$ cat src/rtl/alu_sched_pkg.sv
// Shared types and constants for the ALU scheduler.
package alu_sched_pkg;

    typedef enum logic [1:0] {StIdle, StIssue, StMul, StResp} state_t;

    localparam logic [2:0] FuncAddOne     = 3'b000;
    localparam logic [2:0] FuncAddRca     = 3'b001;
    localparam logic [2:0] FuncAddBuiltin = 3'b010;
    localparam logic [2:0] FuncOrXor      = 3'b011;
    localparam logic [2:0] FuncReduceOr   = 3'b100;
    localparam logic [2:0] FuncConcat     = 3'b101;
    localparam logic [2:0] FuncMul        = 3'b110;

    localparam int unsigned MulIters = 4;

endpackage

$ cat src/rtl/alu_scheduler_arb.sv
// Two-requester round-robin arbiter; pointer holds the last granted requester.
module rr_arbiter2 (
    input  logic       clock,
    input  logic       resetn,
    input  logic       en,
    input  logic [1:0] req,
    output logic [1:0] grant
);

    logic ptr_q;
    logic gid;

    // Pick the requester; on a tie the one that was not granted last wins.
    always_comb begin
        gid   = 1'b0;
        grant = 2'b00;
        case (req)
            2'b01:   gid = 1'b0;
            2'b10:   gid = 1'b1;
            2'b11:   gid = ~ptr_q;
            default: gid = 1'b0;
        endcase
        if (en && (req != 2'b00)) begin
            grant[gid] = 1'b1;
        end
    end

    // Remember who was granted; reset value lets requester 0 win the first tie.
    always_ff @(posedge clock or negedge resetn) begin
        if (!resetn) begin
            ptr_q <= 1'b1;
        end else if (grant != 2'b00) begin
            ptr_q <= grant[1];
        end
    end

endmodule

$ cat src/rtl/alu_scheduler.sv
// Sequencer for the external 4-bit ALU: arbitrates two requesters, drives the
// ALU, and returns a tagged 8-bit result. Define ALU_SCHED_MUL_EN to build the
// four-cycle shift-and-add multiply for func 110.
module alu_scheduler (
    input  logic       clock,
    input  logic       resetn,
    input  logic [1:0] req,
    input  logic [2:0] func0,
    input  logic [2:0] func1,
    input  logic [3:0] a0,
    input  logic [3:0] a1,
    input  logic [3:0] b0,
    input  logic [3:0] b1,
    output logic [1:0] ack,
    output logic [2:0] alu_func,
    output logic [3:0] alu_a,
    output logic [3:0] alu_b,
    input  logic [7:0] alu_result,
    output logic [7:0] result,
    output logic       result_valid,
    output logic       result_id,
    output logic       busy
);
    import alu_sched_pkg::*;

    state_t     state;
    logic       id_q;
    logic [1:0] grant;
    logic [2:0] sel_func;
    logic [3:0] sel_a;
    logic [3:0] sel_b;

    rr_arbiter2 u_arb (
        .clock  (clock),
        .resetn (resetn),
        .en     (state == StIdle),
        .req    (req),
        .grant  (grant)
    );

    // Operands of whichever requester is being granted.
    always_comb begin
        sel_func = grant[1] ? func1 : func0;
        sel_a    = grant[1] ? a1 : a0;
        sel_b    = grant[1] ? b1 : b0;
    end

`ifdef ALU_SCHED_MUL_EN
    logic [7:0] acc_q;
    logic [7:0] acc_next;
    logic [1:0] iter_q;

    // One shift-and-add step: add A into the high nibble when the low bit is set.
    always_comb begin
        acc_next = acc_q[0] ? {alu_result[4:0], acc_q[3:1]} : {1'b0, acc_q[7:1]};
    end
`endif

    // Main FSM; alu_* act as the operand latch and hold in IDLE/RESP.
    always_ff @(posedge clock or negedge resetn) begin
        if (!resetn) begin
            state        <= StIdle;
            id_q         <= 1'b0;
            ack          <= 2'b00;
            alu_func     <= 3'b000;
            alu_a        <= 4'h0;
            alu_b        <= 4'h0;
            result       <= 8'h00;
            result_valid <= 1'b0;
            result_id    <= 1'b0;
            busy         <= 1'b0;
`ifdef ALU_SCHED_MUL_EN
            acc_q        <= 8'h00;
            iter_q       <= 2'd0;
`endif
        end else begin
            ack          <= 2'b00;
            result_valid <= 1'b0;
            case (state)
                StIdle: begin
                    if (grant != 2'b00) begin
                        ack  <= grant;
                        id_q <= grant[1];
                        busy <= 1'b1;
`ifdef ALU_SCHED_MUL_EN
                        iter_q <= 2'd0;
                        if (sel_func == FuncMul) begin
                            state    <= StMul;
                            alu_func <= FuncAddRca;
                            alu_a    <= 4'h0;
                            alu_b    <= sel_a;
                            acc_q    <= {4'h0, sel_b};
                        end else
`endif
                        begin
                            state    <= StIssue;
                            alu_func <= sel_func;
                            alu_a    <= sel_a;
                            alu_b    <= sel_b;
                        end
                    end
                end
                StIssue: begin
                    result       <= alu_result;
                    result_valid <= 1'b1;
                    result_id    <= id_q;
                    state        <= StResp;
                end
`ifdef ALU_SCHED_MUL_EN
                StMul: begin
                    acc_q  <= acc_next;
                    alu_a  <= acc_next[7:4];
                    iter_q <= iter_q + 2'd1;
                    if (iter_q == 2'(MulIters - 1)) begin
                        result       <= acc_next;
                        result_valid <= 1'b1;
                        result_id    <= id_q;
                        state        <= StResp;
                    end
                end
`endif
                StResp: begin
                    state <= StIdle;
                    busy  <= 1'b0;
                end
                default: begin
                    state <= StIdle;
                    busy  <= 1'b0;
                end
            endcase
        end
    end

endmodule

$ cat config.mk
export PLATFORM = sky130hd
export DESIGN_NAME = alu_scheduler
export DESIGN_NICKNAME = d
export VERILOG_FILES = /design/src/rtl/alu_sched_pkg.sv /design/src/rtl/alu_scheduler_arb.sv /design/src/rtl/alu_scheduler.sv
export SDC_FILE = /design/constraint.sdc
export NUM_CORES = 1
export LEC_CHECK = 0
export BUFFER_PORTS_ARGS = -buffer_cell sky130_fd_sc_hd__buf_4
export CAP_MARGIN = 10
export CORE_AREA = 10 10 62 64
export DETAILED_ROUTE_END_ITERATION = 10
export DIE_AREA = 0 0 72 74
export PLACE_DENSITY = 0.84
export RECOVER_POWER = 100
export SYNTH_ARGS = -nofsm -noshare
export SYNTH_HDL_FRONTEND = slang
export SYNTH_SLANG_ARGS = --single-unit
$ cat constraint.sdc
create_clock -name clock -period 2.85 [get_ports clock]
set_input_delay 0.1425 -clock clock [delete_from_list [all_inputs] [get_ports clock]]
set_output_delay 0.1425 -clock clock [all_outputs]
set_load 0.03 [all_outputs]
[Word-level counts from Yosys, hierarchy flattened]
Cells that the tools add are included.
Storage, ports and cells
  flip-flop bits (word level): 28
Cells by class
  multiplexer cells: 14
  reduce and logical (&&, ||, !) cells: 7
  $lt $le $gt $ge: 2
  equality and inequality tests: 4
  bitwise logic cells: 2
Operators with widths (count)
  $mux W2: 4
  $mux W4: 2
  $eq A2 B2 Y1 const B: 2
  $pmux W1 S2: 2
  $pmux W2 S2: 1
  $reduce_and A2 Y1: 2
  $reduce_bool A2 Y1: 2
  $mux W1: 3
  $mux W3: 1
  $eq A2 B1 Y1 const B: 1
  $logic_and A1 B1 Y1: 2
  $logic_not A2 Y1: 1
  $lt A1 B2 Y1 const B: 1
  $ne A2 B2 Y1 const B: 1
  $not A1 Y1: 2
  $demux W1 S1: 1
  $ge A1 B1 Y1 const B: 1

[Longest topological paths before layout]
  depth after elaboration: 10
  depth in mapped cells: 5
  mapped depth without buffers: 4

[Modules after synthesis]
Synthesis repeated with hierarchy kept, for this count alone.
Unflattened totals
  cell total of the unflattened synthesis: 81
  area, all modules: 1247.4 µm²
Modules (own cells, without submodules)
  alu_scheduler: cells each 73, instances 1, sequential area each 675.6 µm², area an instance 1184.9 µm²
  rr_arbiter2: cells each 8, instances 1, sequential area each 26.3 µm², area an instance 62.6 µm²

[Worst setup path before layout]
No wires, ideal clock.
  path type: flip-flop to flip-flop
  start point: register state[1]
  end point: register alu_b[2]
  path buffers: 1
  data required time: 2724 ps
  path slack: 1486 ps
  cell stages (with the launch flop): 5
  arrival: 1238 ps
  clock period less this slack: 1364 ps
  path through: dfrtp_1 -> buf_6 -> a211oi_4 -> nand2_2 -> a221o_1
On the way
  cells in the longest elaborated chain, start to end: 5
  elaborated cells on any way between the ends: 6
  classes of those cells: mux (2); reduce/logical (4)
RTL lines
  start: declaration: line alu_scheduler.sv:26  | state_t state;
  start signal: assignment: line alu_scheduler.sv:62  | state <= StIdle;
  start signal: assignment: line alu_scheduler.sv:96  | state <= StIssue;
  start signal: assignment: line alu_scheduler.sv:107  | state <= StResp;
  $logic_not A2 Y1 (*): line alu_scheduler.sv:36, alu_scheduler.sv:79
  $logic_and A1 B1 Y1: line alu_scheduler_arb.sv:23  | if (en && (req != 2'b00)) begin
  $mux W2: line alu_scheduler_arb.sv:23
  $reduce_bool A2 Y1: line alu_scheduler.sv:81  | if (grant != 2'b00) begin
  $reduce_and A2 Y1 (no line)
  end signal: assignment: line alu_scheduler.sv:99  | alu_b <= sel_b;
  end: declaration: line alu_scheduler.sv:17  | output logic [3:0] alu_b,
Every way passes the cells marked *; elsewhere a longest branch is shown, timed or not.
A chain may end at the register's enable or synchronous reset.

[Worst setup path after layout]
  start point: register state[1]
  end point: register alu_func[1]
On the way
  cells in the longest elaborated chain, start to end: 5
  elaborated cells on any way between the ends: 6
  classes of those cells: mux (2); reduce/logical (4)
RTL lines
  $logic_not A2 Y1 (*): line alu_scheduler.sv:36, alu_scheduler.sv:79
  $logic_and A1 B1 Y1: line alu_scheduler_arb.sv:23
  $mux W2: line alu_scheduler_arb.sv:23
  $reduce_bool A2 Y1: line alu_scheduler.sv:81
  $reduce_and A2 Y1 (no line)
  end signal: assignment: line alu_scheduler.sv:97  | alu_func <= sel_func;
  end: declaration: line alu_scheduler.sv:15  | output logic [2:0] alu_func,
Marks and branches as above.

==> run summary <==
Status: completed
Clk pin slew, worst setup/hold paths: 140 ps
Commonest non-fill, non-tap cell in the layout: buf_4
Commonest cells after routing, fill and taps aside: buf_4, dfrtp_1, clkbuf_1, mux2_2
CTS tree: yes
Total GRT Usage: 11.8%
Number of global-route vias before repair: 1061
Async set-reset flop share out of synthesis: 100%
Register area: 702 um2
Vias per cell: 5.33
Total Wirelength: 3240 um
Syn_nets: 126
CORE AREA: 2660 um2
Unique masters post-synth: 25
DRT Pass-1 Iters: 4
Register area share after synthesis: 58.2%
Placed cell area: 1630 um2
Port Buffers: 57
Multi-input gate area: 430 um2
Static leakage power: 0.720 nW
Dpl hpwl: 2610 um
DRT iter0 DRCs: 64
Initial Util: 45.3%
First-pass GRT wire length: 5000 um
RSZ-0062 raised after global routing: false
# clock sinks: 28
Chip height: 74 um
Post-synth EDFFs: 0
Slew Viols, Final: 0
Layout area overhead: 29.3%
Post-synthesis cell count: 92
Cell area power density: 1170 nW/um2
Post_cts resized: 0
R2R Setup Slk: 870 ps
Clock buffer depth: 2
Top FF cell, synth: dfrtp_1
Worst Setup Start Kind: flop
Crit-path cells: a211oi_1 > nand2_2 > a221o_1
# IOs: 58
Peak supply drop: 0.597 mV
Routed via count: 949
Setup Buffers After CTS: 0
DIE AREA: 5330 um2
Mapped cell area: 1210 um2
Relative slew slack: 6.26%
Critical path class: flop to flop
Final Cycle Share: 69.6%
Root Driver: clkbuf_4
Die X: 72 um
Share of layout cells above drive strength 1: 34.0%
Fmax: 0.504 GHz
Worst slew pin tran: 1410 ps
Largest fanout on the critical path: 10
Residual overflow from global routing: 0
Final setup vio count: 0
Max-cap viol count: 0
GPL Wtd Cong: 0.821
Slowest cell on crit path: a211oi_1
Setup TNS: 0 ps
CP Data Arrival Time: 2220 ps
Drt wl/cell: 18.2 um
Worst path required time: 3090 ps
Initial antenna violation count: 0
Fill cell count: 247
Largest net degree at the start of global routing: 29
Nets: 182
N_diodes: 0
Hold buffer count at CTS: 1
Crit. End Element: flop
Setup Skew: 8.16 ps
H-tree depth: 1
Pwr Total: 1.83 mW
Slowest stage delay, CP: 900 ps
Clk_lat worst skew: 330 ps
Tmin final: 1980 ps
Synth Register Bits: 28
Synth warn: 0
Post-route DRC: 0
Design Area, Final: 1560 um2
TritonCTS Buffers: 3
Final Hold Vio Count: 0
HP Class: input pin to flop
Row cnt: 19
Syn Area/Cell: 13.1 um2
Detail Route Antenna Nets: 0
-- path summary, 6_finish.rpt --
kind | start | end | depth (start not counted)
hold reg to reg | id_q | id_q | 1
setup reg to reg | state[1] | alu_func[1] | 3
setup / recovery | state[1] | alu_func[1] | 3
max in group asynchronous | resetn | busy | 2
min in group asynchronous | resetn | alu_func[2] | 2
hold / removal | a1[3] | alu_a[3] | 2
-- layer usage --
layer | part of all wire [%] | global-route usage (%)
met1 | 37 | 11.6
met2 | 58 | 23.3
met3 | 4.0 | 2.79
met4 | 1.0 | 4.52
met5 | 0 | 0
-- critical path: cells and delay by family, from the launching register on --
kind / cells / cell delay (ps)
simple gates: 1 / 160
flops: 1 / 470
compound gates: 2 / 1260
-- through the flow --
| stage | setup slack, ps | util (%) | hold slack, ps | cells |
|---|---|---|---|---|
| floorplan | 1490 | - | -153 | 92 |
| global placement | 1310 | 61.3 | 65.5 | 173 |
| detailed placement | 1250 | 61.3 | 73.5 | 173 |
| CTS | 1230 | 63.1 | 26.6 | 178 |
| global route | 722 | 58.6 | 30.6 | 178 |
| finish | 867 | 58.6 | 26.6 | 178 |
-- synthesized netlist by cell type (2+ instances only) --
library cell  instances  share of area (%)
dfrtp_1              27                 56
o2bb2ai_1             7                5.1
inv_1                 2               0.62
nor2_1                2               0.62
mux2_2                9                8.4
and3_2                2                1.2
and3_1                4                2.1
buf_2                 5                2.1
and2b_2               2                1.5
a21o_1                2                1.2
a21oi_1               7                2.9
a221o_1               4                3.3
a32oi_1               7                5.1
-- cells by family after synthesis --
group           Yosys count  share of synthesized area [%]
mux                       9                           8.40
flops                    28                           58.2
buf+inv                   9                           3.94
compound gates           29                           19.7
simple gates             17                           9.75
-- flip-flops by register name (all words and copies together), names as in the netlist --
register / count
result: 8
alu_a: 4
alu_b: 4
alu_func: 3
ack: 2
state: 2
busy: 1
id_q: 1
result_id: 1
result_valid: 1
u_arb.ptr_q: 1
-- where the power goes --
part / total [mW] / leakage, nW / internal (mW) / switching [mW]
clock network: 0.189 / 0.0210 / 0.0783 / 0.111
logic: 0.936 / 0.360 / 0.311 / 0.625
registers: 0.706 / 0.339 / 0.594 / 0.112
total: 1.83 / 0.720 / 0.984 / 0.848
-- layout make-up --
class,instances,share of cell area [%]
sequential,28,45.0
tap,31,2.49
multi-input combinational,55,27.6
clock buffer,4,2.33
inverter,2,0.482
timing repair buffer,58,22.1
No activity file was read; power rests on OpenSTA's default activity.
